<file path="src/rtl/smem_fifo_pkg.sv">
// Shared definitions for the SMEM multi-write FIFO: default sizes, width helpers
// and the default entry type.
package smem_fifo_pkg;

  localparam int MWF_DATA_WIDTH_DEF = 65;
  localparam int MWF_WR_PORTS_DEF   = 2;

  typedef logic [MWF_DATA_WIDTH_DEF-1:0] smem_entry_t;

  function automatic int mwf_clog2(input int value);
    int w;
    w = 0;
    while ((1 << w) < value) w++;
    return w;
  endfunction

  // Width of a lane count that can express 0..wr_ports.
  function automatic int mwf_wcnt_w(input int wr_ports);
    return mwf_clog2(wr_ports + 1);
  endfunction

endpackage

</file>
<file path="src/rtl/multi_write_sync_fifo_if.sv">
// Producer/consumer bundle of the multi-write FIFO; master is the producer and
// consumer side, slave is the FIFO.
interface multi_write_sync_fifo_if #(
  parameter int DATA_WIDTH    = smem_fifo_pkg::MWF_DATA_WIDTH_DEF,
  parameter int ADDRESS_WIDTH = 4,
  parameter int WR_PORTS      = smem_fifo_pkg::MWF_WR_PORTS_DEF
);
  import smem_fifo_pkg::*;

  localparam int WCNT_W = mwf_wcnt_w(WR_PORTS);

  // Handshake: a write of WriteCnt_in lanes takes effect only when the count fits the
  // free slots at the start of the cycle (Full_out is the registered hint); a pop is
  // taken when ReadEn_in is high and the FIFO is not empty, and its entry appears one
  // cycle later qualified by Data_valid.
  logic [WR_PORTS*DATA_WIDTH-1:0] Data_in;
  logic [WCNT_W-1:0]              WriteCnt_in;
  logic                           Full_out;
  logic                           Almost_full_out;
  logic [ADDRESS_WIDTH:0]         Free_out;
  logic                           ReadEn_in;
  logic                           Empty_out;
  logic [DATA_WIDTH-1:0]          Data_out;
  logic                           Data_valid;
  logic                           Overflow_out;
  logic                           Underflow_out;

  modport master (
    output Data_in, WriteCnt_in, ReadEn_in,
    input  Full_out, Almost_full_out, Free_out, Empty_out,
    input  Data_out, Data_valid, Overflow_out, Underflow_out
  );

  modport slave (
    input  Data_in, WriteCnt_in, ReadEn_in,
    output Full_out, Almost_full_out, Free_out, Empty_out,
    output Data_out, Data_valid, Overflow_out, Underflow_out
  );

endinterface

</file>
<file path="src/rtl/fifo_occupancy_ctr.sv">
// Occupancy tracking for the multi-write FIFO: accept/pop decisions, count register and
// registered status flags. Sticky error flags exist only with MWFIFO_ERR_FLAGS_EN.
module fifo_occupancy_ctr
  import smem_fifo_pkg::*;
#(
  parameter int ADDRESS_WIDTH = 4,
  parameter int WR_PORTS      = 2,
  parameter int AFULL_MARGIN  = 2,
  parameter int WCNT_W        = mwf_wcnt_w(WR_PORTS)
) (
  input  logic                   Clk,
  input  logic                   Clear_in,
  input  logic [WCNT_W-1:0]      wcnt,
  input  logic                   rd_en,
  output logic                   accept,
  output logic                   pop,
  output logic                   full,
  output logic                   afull,
  output logic                   empty,
  output logic [ADDRESS_WIDTH:0] free,
  output logic                   overflow,
  output logic                   underflow
);

  localparam int CW    = ADDRESS_WIDTH + 1;
  localparam int DEPTH = 1 << ADDRESS_WIDTH;
  localparam logic [CW-1:0]     DEPTH_C   = CW'(DEPTH);
  localparam logic [WCNT_W-1:0] MAX_WCNT  = WCNT_W'(WR_PORTS);
  localparam logic [CW-1:0]     PORTS_C   = CW'(WR_PORTS);
  localparam logic [CW-1:0]     MARGIN_C  = CW'(AFULL_MARGIN);

  logic [CW-1:0] count_q;
  logic [CW-1:0] count_next;
  logic [CW-1:0] free_now;
  logic [CW-1:0] free_next;
  logic [CW-1:0] wcnt_ext;

  // Decisions use only start-of-cycle occupancy: a same-cycle pop never makes room.
  always_comb begin
    free_now   = DEPTH_C - count_q;
    wcnt_ext   = CW'(wcnt);
    accept     = !Clear_in && (wcnt <= MAX_WCNT) && (wcnt_ext <= free_now);
    pop        = !Clear_in && rd_en && (count_q != '0);
    count_next = count_q;
    if (accept) count_next = count_next + wcnt_ext;
    if (pop)    count_next = count_next - CW'(1);
    free_next  = DEPTH_C - count_next;
  end

  always_ff @(posedge Clk) begin
    if (Clear_in) begin
      count_q <= '0;
      full    <= 1'b0;
      afull   <= (DEPTH <= AFULL_MARGIN);
      empty   <= 1'b1;
      free    <= DEPTH_C;
    end else begin
      count_q <= count_next;
      full    <= (free_next < PORTS_C);
      afull   <= (free_next <= MARGIN_C);
      empty   <= (count_next == '0);
      free    <= free_next;
    end
  end

`ifdef MWFIFO_ERR_FLAGS_EN
  always_ff @(posedge Clk) begin
    if (Clear_in) begin
      overflow  <= 1'b0;
      underflow <= 1'b0;
    end else begin
      if (!accept && (wcnt != '0)) overflow <= 1'b1;
      if (rd_en && (count_q == '0)) underflow <= 1'b1;
    end
  end
`else
  assign overflow  = 1'b0;
  assign underflow = 1'b0;
`endif

endmodule

</file>
<file path="src/rtl/multi_write_sync_fifo.sv">
// Single-clock FIFO taking 0..WR_PORTS entries per cycle and returning one per pop.
// Define MWFIFO_ERR_FLAGS_EN to build the sticky overflow/underflow flags.
module multi_write_sync_fifo
  import smem_fifo_pkg::*;
#(
  parameter int DATA_WIDTH    = MWF_DATA_WIDTH_DEF,
  parameter int ADDRESS_WIDTH = 4,
  parameter int WR_PORTS      = MWF_WR_PORTS_DEF,
  parameter int AFULL_MARGIN  = 2
) (
  input logic                   Clk,
  input logic                   Clear_in,
  multi_write_sync_fifo_if.slave bus
);

  localparam int DEPTH  = 1 << ADDRESS_WIDTH;
  localparam int WCNT_W = mwf_wcnt_w(WR_PORTS);

  logic [ADDRESS_WIDTH-1:0] wr_ptr;
  logic [ADDRESS_WIDTH-1:0] rd_ptr;
  logic                     accept;
  logic                     pop;
  logic [ADDRESS_WIDTH-1:0] lane_addr [WR_PORTS];

  (* ramstyle = "logic" *) logic [DATA_WIDTH-1:0] mem [DEPTH];

  fifo_occupancy_ctr #(
    .ADDRESS_WIDTH (ADDRESS_WIDTH),
    .WR_PORTS      (WR_PORTS),
    .AFULL_MARGIN  (AFULL_MARGIN),
    .WCNT_W        (WCNT_W)
  ) u_occ (
    .Clk       (Clk),
    .Clear_in  (Clear_in),
    .wcnt      (bus.WriteCnt_in),
    .rd_en     (bus.ReadEn_in),
    .accept    (accept),
    .pop       (pop),
    .full      (bus.Full_out),
    .afull     (bus.Almost_full_out),
    .empty     (bus.Empty_out),
    .free      (bus.Free_out),
    .overflow  (bus.Overflow_out),
    .underflow (bus.Underflow_out)
  );

  // Lane addresses wrap at DEPTH by truncation, so a split write keeps lane order.
  always_comb begin
    for (int i = 0; i < WR_PORTS; i++) begin
      lane_addr[i] = wr_ptr + ADDRESS_WIDTH'(i);
    end
  end

  always_ff @(posedge Clk) begin
    if (accept) begin
      for (int i = 0; i < WR_PORTS; i++) begin
        if (i < int'(bus.WriteCnt_in)) begin
          mem[lane_addr[i]] <= bus.Data_in[i*DATA_WIDTH +: DATA_WIDTH];
        end
      end
    end
  end

  always_ff @(posedge Clk) begin
    if (Clear_in) begin
      wr_ptr <= '0;
      rd_ptr <= '0;
    end else begin
      if (accept) wr_ptr <= wr_ptr + ADDRESS_WIDTH'(bus.WriteCnt_in);
      if (pop)    rd_ptr <= rd_ptr + ADDRESS_WIDTH'(1);
    end
  end

  always_ff @(posedge Clk) begin
    if (Clear_in) begin
      bus.Data_out   <= '0;
      bus.Data_valid <= 1'b0;
    end else begin
      bus.Data_valid <= pop;
      if (pop) bus.Data_out <= mem[rd_ptr];
    end
  end

endmodule

</file>
<file path="src/flat_wrapper.sv">
// flat-port wrapper written by rule: the top's interface ports become plain ports
module multi_write_sync_fifo_flat import smem_fifo_pkg::*;
#(
  parameter int DATA_WIDTH    = MWF_DATA_WIDTH_DEF,
  parameter int ADDRESS_WIDTH = 4,
  parameter int WR_PORTS      = MWF_WR_PORTS_DEF,
  parameter int AFULL_MARGIN  = 2
)
  (Clk, Clear_in, bus_Data_in, bus_WriteCnt_in, bus_ReadEn_in, bus_Full_out, bus_Almost_full_out, bus_Free_out, bus_Empty_out, bus_Data_out, bus_Data_valid, bus_Overflow_out, bus_Underflow_out);
  multi_write_sync_fifo_if #(.DATA_WIDTH(DATA_WIDTH), .ADDRESS_WIDTH(ADDRESS_WIDTH), .WR_PORTS(WR_PORTS)) bus_i ();
  input logic Clk;
  input logic Clear_in;
  input wire logic [$bits(bus_i.Data_in)-1:0] bus_Data_in;
  input wire logic [$bits(bus_i.WriteCnt_in)-1:0] bus_WriteCnt_in;
  input wire logic [$bits(bus_i.ReadEn_in)-1:0] bus_ReadEn_in;
  output wire logic [$bits(bus_i.Full_out)-1:0] bus_Full_out;
  output wire logic [$bits(bus_i.Almost_full_out)-1:0] bus_Almost_full_out;
  output wire logic [$bits(bus_i.Free_out)-1:0] bus_Free_out;
  output wire logic [$bits(bus_i.Empty_out)-1:0] bus_Empty_out;
  output wire logic [$bits(bus_i.Data_out)-1:0] bus_Data_out;
  output wire logic [$bits(bus_i.Data_valid)-1:0] bus_Data_valid;
  output wire logic [$bits(bus_i.Overflow_out)-1:0] bus_Overflow_out;
  output wire logic [$bits(bus_i.Underflow_out)-1:0] bus_Underflow_out;
  assign bus_i.Data_in = bus_Data_in;
  assign bus_i.WriteCnt_in = bus_WriteCnt_in;
  assign bus_i.ReadEn_in = bus_ReadEn_in;
  assign bus_Full_out = bus_i.Full_out;
  assign bus_Almost_full_out = bus_i.Almost_full_out;
  assign bus_Free_out = bus_i.Free_out;
  assign bus_Empty_out = bus_i.Empty_out;
  assign bus_Data_out = bus_i.Data_out;
  assign bus_Data_valid = bus_i.Data_valid;
  assign bus_Overflow_out = bus_i.Overflow_out;
  assign bus_Underflow_out = bus_i.Underflow_out;
  multi_write_sync_fifo #(.DATA_WIDTH(DATA_WIDTH), .ADDRESS_WIDTH(ADDRESS_WIDTH), .WR_PORTS(WR_PORTS), .AFULL_MARGIN(AFULL_MARGIN)) u_core (.Clk(Clk), .Clear_in(Clear_in), .bus(bus_i));
endmodule
</file>
<file path="config.mk">
export PLATFORM = sky130hd
export DESIGN_NAME = multi_write_sync_fifo_flat
export DESIGN_NICKNAME = d
export VERILOG_FILES = /design/src/rtl/smem_fifo_pkg.sv /design/src/rtl/multi_write_sync_fifo_if.sv /design/src/rtl/fifo_occupancy_ctr.sv /design/src/rtl/multi_write_sync_fifo.sv /design/src/flat_wrapper.sv
export SDC_FILE = /design/constraint.sdc
export NUM_CORES = 2
export LEC_CHECK = 0
export CORE_MARGIN = 1
export CORE_UTILIZATION = 54
export CTS_BUF_LIST = sky130_fd_sc_hd__clkbuf_16
export DETAILED_ROUTE_END_ITERATION = 6
export PLACE_DENSITY = 0.69
export SYNTH_ARGS = -nofsm -noshare
export SYNTH_HDL_FRONTEND = slang
export SYNTH_SLANG_ARGS = --single-unit
</file>
<file path="constraint.sdc">
create_clock -name Clk -period 7.8 [get_ports Clk]
set_clock_uncertainty 0.2 [all_clocks]
set_input_delay 1.17 -clock Clk [delete_from_list [all_inputs] [get_ports Clk]]
set_output_delay 1.17 -clock Clk [all_outputs]
set_load 0.005 [all_outputs]
</file>
# Word-level counts from Yosys, hierarchy flattened
# Memories as Yosys holds them, arrays and structs flattened. A register that Yosys moved wholly into a read port is not among the register bits.
# Index checks and enable logic that the tools add are counted.
[classes] n_addsub=7 order_cmp=6 mux=8 reduce_logical=7
[op_table] cell="5-bit two-way mux" count=2
[op_table] cell="5-bit subtractor, first input constant" count=2
[op_table] cell="4-bit by 1-bit adder with 4-bit output, second input constant" count=2
[op_table] cell="1-bit two-way mux" count=6
[op_table] cell="5-bit by 2-bit adder with 5-bit output" count=1
[op_table] cell="2-bit by 5-bit <= comparator with 1-bit output" count=1
[op_table] cell="5-bit by 2-bit <= comparator with 1-bit output, second input constant" count=1
[op_table] cell="5-bit zero test" count=1
[op_table] cell="5-bit by 2-bit less-than comparator with 1-bit output, second input constant" count=1
[op_table] cell="5-bit nonzero test" count=1
[op_table] cell="5-bit by 1-bit subtractor with 5-bit output, second input constant" count=1
[op_table] cell="4-bit by 2-bit adder with 4-bit output" count=1
[op_table] cell="1-bit logical AND" count=4
[op_table] cell="1-bit by 2-bit less-than comparator with 1-bit output, first input constant" count=2
[op_table] cell="2-bit <= comparator, second input constant" count=1
[op_table] cell="1-bit zero test" count=1
[word_totals] register_bits=22 mem_bits_rw=1040 inputBits=135 out_inout_bits=76 wordCells=37 memories=1
[memory_table] name="u_core.mem" words=16 width=65 read_ports=1 rd_ports_with_merged_regs=1 wr=2 line_no="multi_write_sync_fifo.sv:25" source="(* ramstyle = \"logic\" *) logic [DATA_WIDTH-1:0] mem [DEPTH];"

# Longest topological paths before layout
[logic_depth] depth_word=8 depth_mapped=17 ltp_nobuf=17

# Modules after synthesis
# A second synthesis with hierarchy kept.
[hier_totals] cells_unflattened=3917 area_unflattened_um2=56514.2
[by_module_without_submodules] module="multi_write_sync_fifo" instances=1 cells_each=3798 area_per_inst_um2=55419.4 seq_area_each_um2=32711.4
[by_module_without_submodules] module="fifo_occupancy_ctr" instances=1 cells_each=119 area_per_inst_um2=1094.8 seq_area_each_um2=240.2

# Worst setup path before layout
# No wires, ideal clock.
[synth_timing] path_kind="input to register" startpoint="input bus_WriteCnt_in[1]" endpoint="memory u_core.mem[14][0] (netlist name), enable pin" setup_time_ns=0.511 arrival_ns=5.785 required_ns=7.089 setup_slack_ns=1.304 path_stages=7 n_path_buf=0 path_cell_list="ha_1 -> nor2b_1 -> o22ai_1 -> o31ai_2 -> a211oi_1 -> nand2_1 -> o22ai_1"
[synth_lines] item="start: declaration" line_no="flat_wrapper.sv:14" source="input wire logic [$bits(bus_i.WriteCnt_in)-1:0] bus_WriteCnt_in;"
[synth_lines] item="end: declaration" line_no="multi_write_sync_fifo.sv:25"

==> results.json <==
{
  "min_path_type": "flip-flop to flip-flop",
  "detail_route.drc_violations": 0,
  "wl_per_cell_um": 31.5,
  "intPower_mw": 11.8,
  "muxShareOfSynthArea_pct": 34.4,
  "cts_tree": "yes",
  "multi_input_area_um2": 21200,
  "setup_tns_ns": 0,
  "grt_max_degree": 72,
  "area_growth_pct": 12.7,
  "rr_worst_depth": 11,
  "seq_area_frac_synth_pct": 59.4,
  "synth-xor-area-share_pct": 0.158,
  "grt_pass1_vias": 32100,
  "cts_hold_buf": 0,
  "ys_dominant_reg_cell": "edfxtp_1",
  "cts_buffer_depth": 3,
  "power_leakage_nw": 19.3,
  "yosysWarningCount": 0,
  "fp.dieH_um": 323,
  "die_x_um": 323,
  "place_ws_ns": 1.56,
  "routabilityCongestion": 0.811,
  "start_util_pct": 54.5,
  "hold_end": "u_core.bus.Data_out[10]",
  "core_area_um2": 102000,
  "cpLargestDelayFamily": "simple AND/OR/NAND/NOR gates",
  "layout_worst_path_cycle_share_pct": 72.4,
  "fmax_ghz": 0.177,
  "relSlewSlack_pct": 19.9,
  "comb_power_share_pct": 22.0,
  "worst_r2r_endpoint": "u_core.mem[6][35]",
  "clk_latency_ns": 0.71,
  "post_cts_resize_count": 0,
  "avgSynthCellArea_um2": 17.4,
  "hold_start": "u_core.bus.Data_out[10]",
  "pwr-share-clk_pct": 33.2,
  "synth-edff-count": 1040,
  "antenna_found_initial": 15,
  "grt_first_pass_wirelength_um": 217000,
  "drive_gt1_share_pct": 48.5,
  "ios": 211,
  "final_common_cell": "edfxtp_1",
  "worst_pin_slew_ns": 1.20,
  "cts_setup_buffers": 0,
  "r2r_start": "u_core.u_occ.free[0]",
  "die_area_um2": 104000,
  "pwr-share-seq_pct": 44.7,
  "port-buffer-count": 208,
  "cts_htree_levels": 3,
  "worstSetupEndpointType": "flip-flop",
  "ant_nets": 0,
  "crit_required_ns": 8.03,
  "hpwl_um": 80800,
  "crit_type": "primary input to flip-flop",
  "ff_latch_area_um2": 33000,
  "syn_area_um2": 55500,
  "num_rows": 117,
  "period_minus_slack_ns": 5.65,
  "holdPathStages": 2,
  "drtPass1Iterations": 5,
  "ys_async_sr_fraction_pct": 0,
  "reg2reg_slack_ns": 2.44,
  "viasPerCell": 6.55,
  "synth_simple_gate_area_share_pct": 1.66,
  "rsz0062_at_grt": "false",
  "synth_top_family_by_area": "multiplexers",
  "synth_cells": 3196,
  "drv_cap": 0,
  "cts.sinks": 1126,
  "mostFrequentLayoutCells": "edfxtp_1 (1,040), mux2_2 (1,020), mux4_2 (325), clkdlybuf4s50_1 (207), nand2_1 (143)",
  "powerDensity_nw_per_um2": 260,
  "max-vdd-ir-drop_v": 0.000222,
  "drt-total-wl_um": 149000,
  "path_clk_slew_ns": 0.06,
  "cp.arrival_ns": 5.88,
  "cts_buffers": 120,
  "clk_root_buffer_cell": "clkbuf_16",
  "startpoint_type": "primary input",
  "max_stage_delay_ns": 1.07,
  "status": "complete, no violations",
  "n_fill_cell": 7464,
  "grt_overflow": 0,
  "worstPathMaxFanout": 28,
  "via_count": 31000,
  "synth_compound_area_share_pct": 1.06,
  "yosysUniqueCellTypes": 51,
  "power_mw": 16.2,
  "fin_nets": 3403,
  "synth_fa_ha_area_share_pct": 0.365,
  "crit_cells": 9,
  "p_sw_mw": 4.43,
  "finalHoldViolations": 0,
  "critPathSlowestCell": "nor2_4",
  "p_sw_share_pct": 27.3,
  "drtIter0Drc": 3113,
  "cp_num_buf_inv": 2,
  "setup_violations": 0,
  "path_cells": "clkdlybuf4s50_1 -> ha_1 -> nor2b_1 -> o22ai_1 -> o31a_1 -> nand4b_1 -> nor2_4 -> buf_12 -> mux2_2",
  "ys_seq_elements": 1126,
  "slew_viol_final": 0,
  "gr-usage-all-layers_pct": 28.9,
  "worst_slack_ns": 2.15
}
cell families (layout without fill, tap and decap cells):
kind of cell / after synthesis / in the layout
flops: 1126 / 1126
fa+ha+maj: 15 / 15
simple gates: 218 / 218
other cells: 1 / 4
mux: 1368 / 1368
buf+inv: 359 / 520
compound gates: 99 / 99
xor+xnor: 10 / 10
per-stage QoR:
step | instance area (um^2) | hold WS (ns) | std cells | utilization (%)
floorplan | 55500 | 0.253 | 3197 | -
global placement | 58800 | 0.244 | 4499 | 57.7
detailed placement | 58800 | 0.247 | 4499 | 57.7
CTS | 62500 | 0.255 | 4726 | 61.4
global route | 62500 | 0.269 | 4726 | 61.4
finish | 62500 | 0.253 | 4728 | 61.4
worst min-delay path: stages, from the launching register on:
cell and delay [ns]:
dfxtp_1 0.31, nand2_1 0.05, a21oi_1 0.05
cells in the mapped netlist, types with 13 or more instances:
library cell,instances,share of area (%)
edfxtp_1,1040,56
a21oi_1,73,0.66
mux2_2,1020,21
nor2_1,42,0.28
ha_1,13,0.29
buf_4,67,0.91
mux2_1,21,0.43
mux4_2,325,13
buf_2,50,0.45
dfxtp_1,86,3.1
clkbuf_1,201,1.4
buf_1,28,0.19
nand2_1,143,0.97
registers in the layout (all words and copies together), names as in the netlist:
register / flops
u_core.bus.Data_valid: 1
u_core.u_occ.empty: 1
u_core.u_occ.afull: 1
u_core.u_occ.full: 1
u_core.wr_ptr: 4
u_core.rd_ptr: 4
u_core.mem: 1040
u_core.bus.Data_out: 65
u_core.u_occ.free: 5
u_core.u_occ.count_q: 4
cell type report:
| cell class | instances | area share (%) |
|---|---|---|
| Sequential cell | 1126 | 52.7 |
| Multi-Input combinational cell | 1712 | 33.9 |
| Clock buffer | 124 | 4.96 |
| Timing Repair Buffer | 281 | 4.64 |
| Tap cell | 1368 | 2.74 |
| Clock inverter | 103 | 0.973 |
| Inverter | 12 | 0.0720 |
| Antenna cell | 2 | 0.00800 |
how the worst max path moves through the flow:
stage                       startpoint                  to  slack [ns]
finish              bus_WriteCnt_in[1]   u_core.mem[6][35]        2.15
global route        bus_WriteCnt_in[1]   u_core.mem[14][8]        2.03
CTS                 bus_WriteCnt_in[1]   u_core.mem[6][35]        2.26
detailed placement  bus_WriteCnt_in[1]   u_core.mem[6][40]        1.56
global placement    bus_WriteCnt_in[1]  u_core.mem[14][41]        1.71
floorplan           bus_WriteCnt_in[1]   u_core.mem[14][0]        1.30
layer usage:
layer  part of all wire (%)  vias up  global-route usage (%)
met2                     49     1405                    47.4
met3                    8.2      291                    5.82
li1                       -    12900                       -
met1                     40    16400                    39.5
met5                   0.12        -                       0
met4                    2.6       26                    7.65
power groups by stage:
stage / Clock, mW / Combinational [mW] / Sequential, mW
4_1_cts: 5.47 / 3.59 / 7.27
5_1_grt: 5.69 / 3.81 / 7.30
3_5_place_dp: 0 / 3.58 / 7.39
2_1_floorplan: 0 / 2.31 / 7.35
6_report: 5.40 / 3.58 / 7.27
3_3_place_gp: 0 / 3.50 / 7.37
(Power assumes the default switching activity.)
==> patch (same flow settings) <==
`ADDRESS_WIDTH` is set to 4 in 4 places; all go to 2.
--- a/src/rtl/multi_write_sync_fifo_if.sv
+++ b/src/rtl/multi_write_sync_fifo_if.sv
@@ -2,7 +2,7 @@
 // consumer side, slave is the FIFO.
 interface multi_write_sync_fifo_if #(
   parameter int DATA_WIDTH    = smem_fifo_pkg::MWF_DATA_WIDTH_DEF,
-  parameter int ADDRESS_WIDTH = 4,
+  parameter int ADDRESS_WIDTH = 2,
   parameter int WR_PORTS      = smem_fifo_pkg::MWF_WR_PORTS_DEF
 );
   import smem_fifo_pkg::*;
--- a/src/rtl/fifo_occupancy_ctr.sv
+++ b/src/rtl/fifo_occupancy_ctr.sv
@@ -3,7 +3,7 @@
 module fifo_occupancy_ctr
   import smem_fifo_pkg::*;
 #(
-  parameter int ADDRESS_WIDTH = 4,
+  parameter int ADDRESS_WIDTH = 2,
   parameter int WR_PORTS      = 2,
   parameter int AFULL_MARGIN  = 2,
   parameter int WCNT_W        = mwf_wcnt_w(WR_PORTS)
--- a/src/rtl/multi_write_sync_fifo.sv
+++ b/src/rtl/multi_write_sync_fifo.sv
@@ -4,7 +4,7 @@
   import smem_fifo_pkg::*;
 #(
   parameter int DATA_WIDTH    = MWF_DATA_WIDTH_DEF,
-  parameter int ADDRESS_WIDTH = 4,
+  parameter int ADDRESS_WIDTH = 2,
   parameter int WR_PORTS      = MWF_WR_PORTS_DEF,
   parameter int AFULL_MARGIN  = 2
 ) (
--- a/src/flat_wrapper.sv
+++ b/src/flat_wrapper.sv
@@ -2,7 +2,7 @@
 module multi_write_sync_fifo_flat import smem_fifo_pkg::*;
 #(
   parameter int DATA_WIDTH    = MWF_DATA_WIDTH_DEF,
-  parameter int ADDRESS_WIDTH = 4,
+  parameter int ADDRESS_WIDTH = 2,
   parameter int WR_PORTS      = MWF_WR_PORTS_DEF,
   parameter int AFULL_MARGIN  = 2
 )
Ports: changed (resized bus_Free_out); port bits go from 211 to 209. No check against the original RTL was run, so the function may have changed too.
==> patch against the original RTL <==
  * Area after synthesis decreased by 72%
  * Sequential cell count decreased by 788
  * Worst setup slack improved by 0.90 ns
  * Total power decreased by 65%
  * Routed wire length decreased by 76%
  * Final area decreased by 69%
  * Worst hold slack got worse by 0.0014 ns
  * First-iteration DRC count decreased by 81%
  * Critical path type unchanged
  * Largest cell class unchanged
  * Largest power group unchanged
==> patch: results (changes against the original RTL) <==
----------------------------------------------------
[Logic synthesis]
  Post-synthesis mux area share ... 0.279 (-0.0641)
  Number of distinct library cell variants in the gate-level netlist after synthesis ... 49 (-3.9%)
  Post-Synth Adder-Cell Area ... 0.00919 (+0.00554)
  XOR/XNOR Fraction of Synth Area ... 0.00166 (+0.0000858)
  EDFF count, synth ... 260 (-75%)
  Commonest cells in the synthesized netlist ... sky130_fd_sc_hd__mux2_2 (261), sky130_fd_sc_hd__edfxtp_1 (260), sky130_fd_sc_hd__nand2_1 (139)

[GRT]
  Global-route met3 utilization ... 0.0424 (-0.0158)
  M1 GR Usage ... 0.319 (-0.0766)
  Grt met2 use ... 0.418 (-0.0560)
  Global-route wire length before repair ... 55700 um (-74%)

[Layout]
  Area delta synth->final ... 21.9%
  Layout Cells excl Fill ... 1645 (-65%)
  Multi-input gates ... 620 (-64%)
  Fraction of area in registers ... 0.487 (-0.0403)
  Layout Nets ... 1375 (-60%)
  Fill count ... 2116 (-72%)
  Final non-clock buffer share ... 0.114 (+0.0677)
  Buffers outside the clock class ... 221 (-21%)
  Clk cell area share ... 0.0597 (+0.000366)

[Routing]
  Met1 WL ... 15400 um (-74%)
  Met2 WL post-DR ... 18300 um (-75%)
  Metal3 WL ... 1680 um (-86%)
  Vias after detailed routing ... 9486 (-69%)
  Number of violations reported at the end of detailed-routing iteration 0 ... 577 (-81%)

[Placement]
  # port buffers ... 206 (-0.96%)
  Placement Cell Area ... 18100 um^2 (-69%)
  Last weighted congestion value of the routability-driven placer ... 0.789 (-2.7%)

[Setup path]
  Library cell contributing the largest single delay on the critical path ... sky130_fd_sc_hd__and4b_4
  Worst flop-to-flop path endpoint ... u_core.mem[2][40]

[Power and ir drop]
  NetSw ... 1.64 mW (-63%)

[Run status]
  Outcome ... completed

----------------------------------------------------
[patch: worst min path at each step]
stage / start / to / slack, ns / cells past startpoint
after floorplan: u_core.bus.Data_out[0] / u_core.bus.Data_out[0] / 0.25 / 2
final: u_core.bus.Data_out[44] / u_core.bus.Data_out[44] / 0.25 / 2
after global routing: u_core.bus.Data_out[44] / u_core.bus.Data_out[44] / 0.28 / 2
after detailed placement: u_core.bus.Data_out[1] / u_core.bus.Data_out[1] / 0.25 / 2
after global placement: u_core.bus.Data_out[1] / u_core.bus.Data_out[1] / 0.24 / 2
after CTS: u_core.bus.Data_out[1] / u_core.bus.Data_out[1] / 0.25 / 2
[patch: kinds of logic (layout without fill, tap and decap cells)]
family,count (synthesis),in the layout
XOR/XNOR,3,3
AND/OR/NAND/NOR,187,187
flip-flops,338,338
buffers and inverters,87,300
multiplexers,327,327
other,1,5
adder cells (fa/ha/maj),11,11
AO/OA/AOI/OAI,90,90
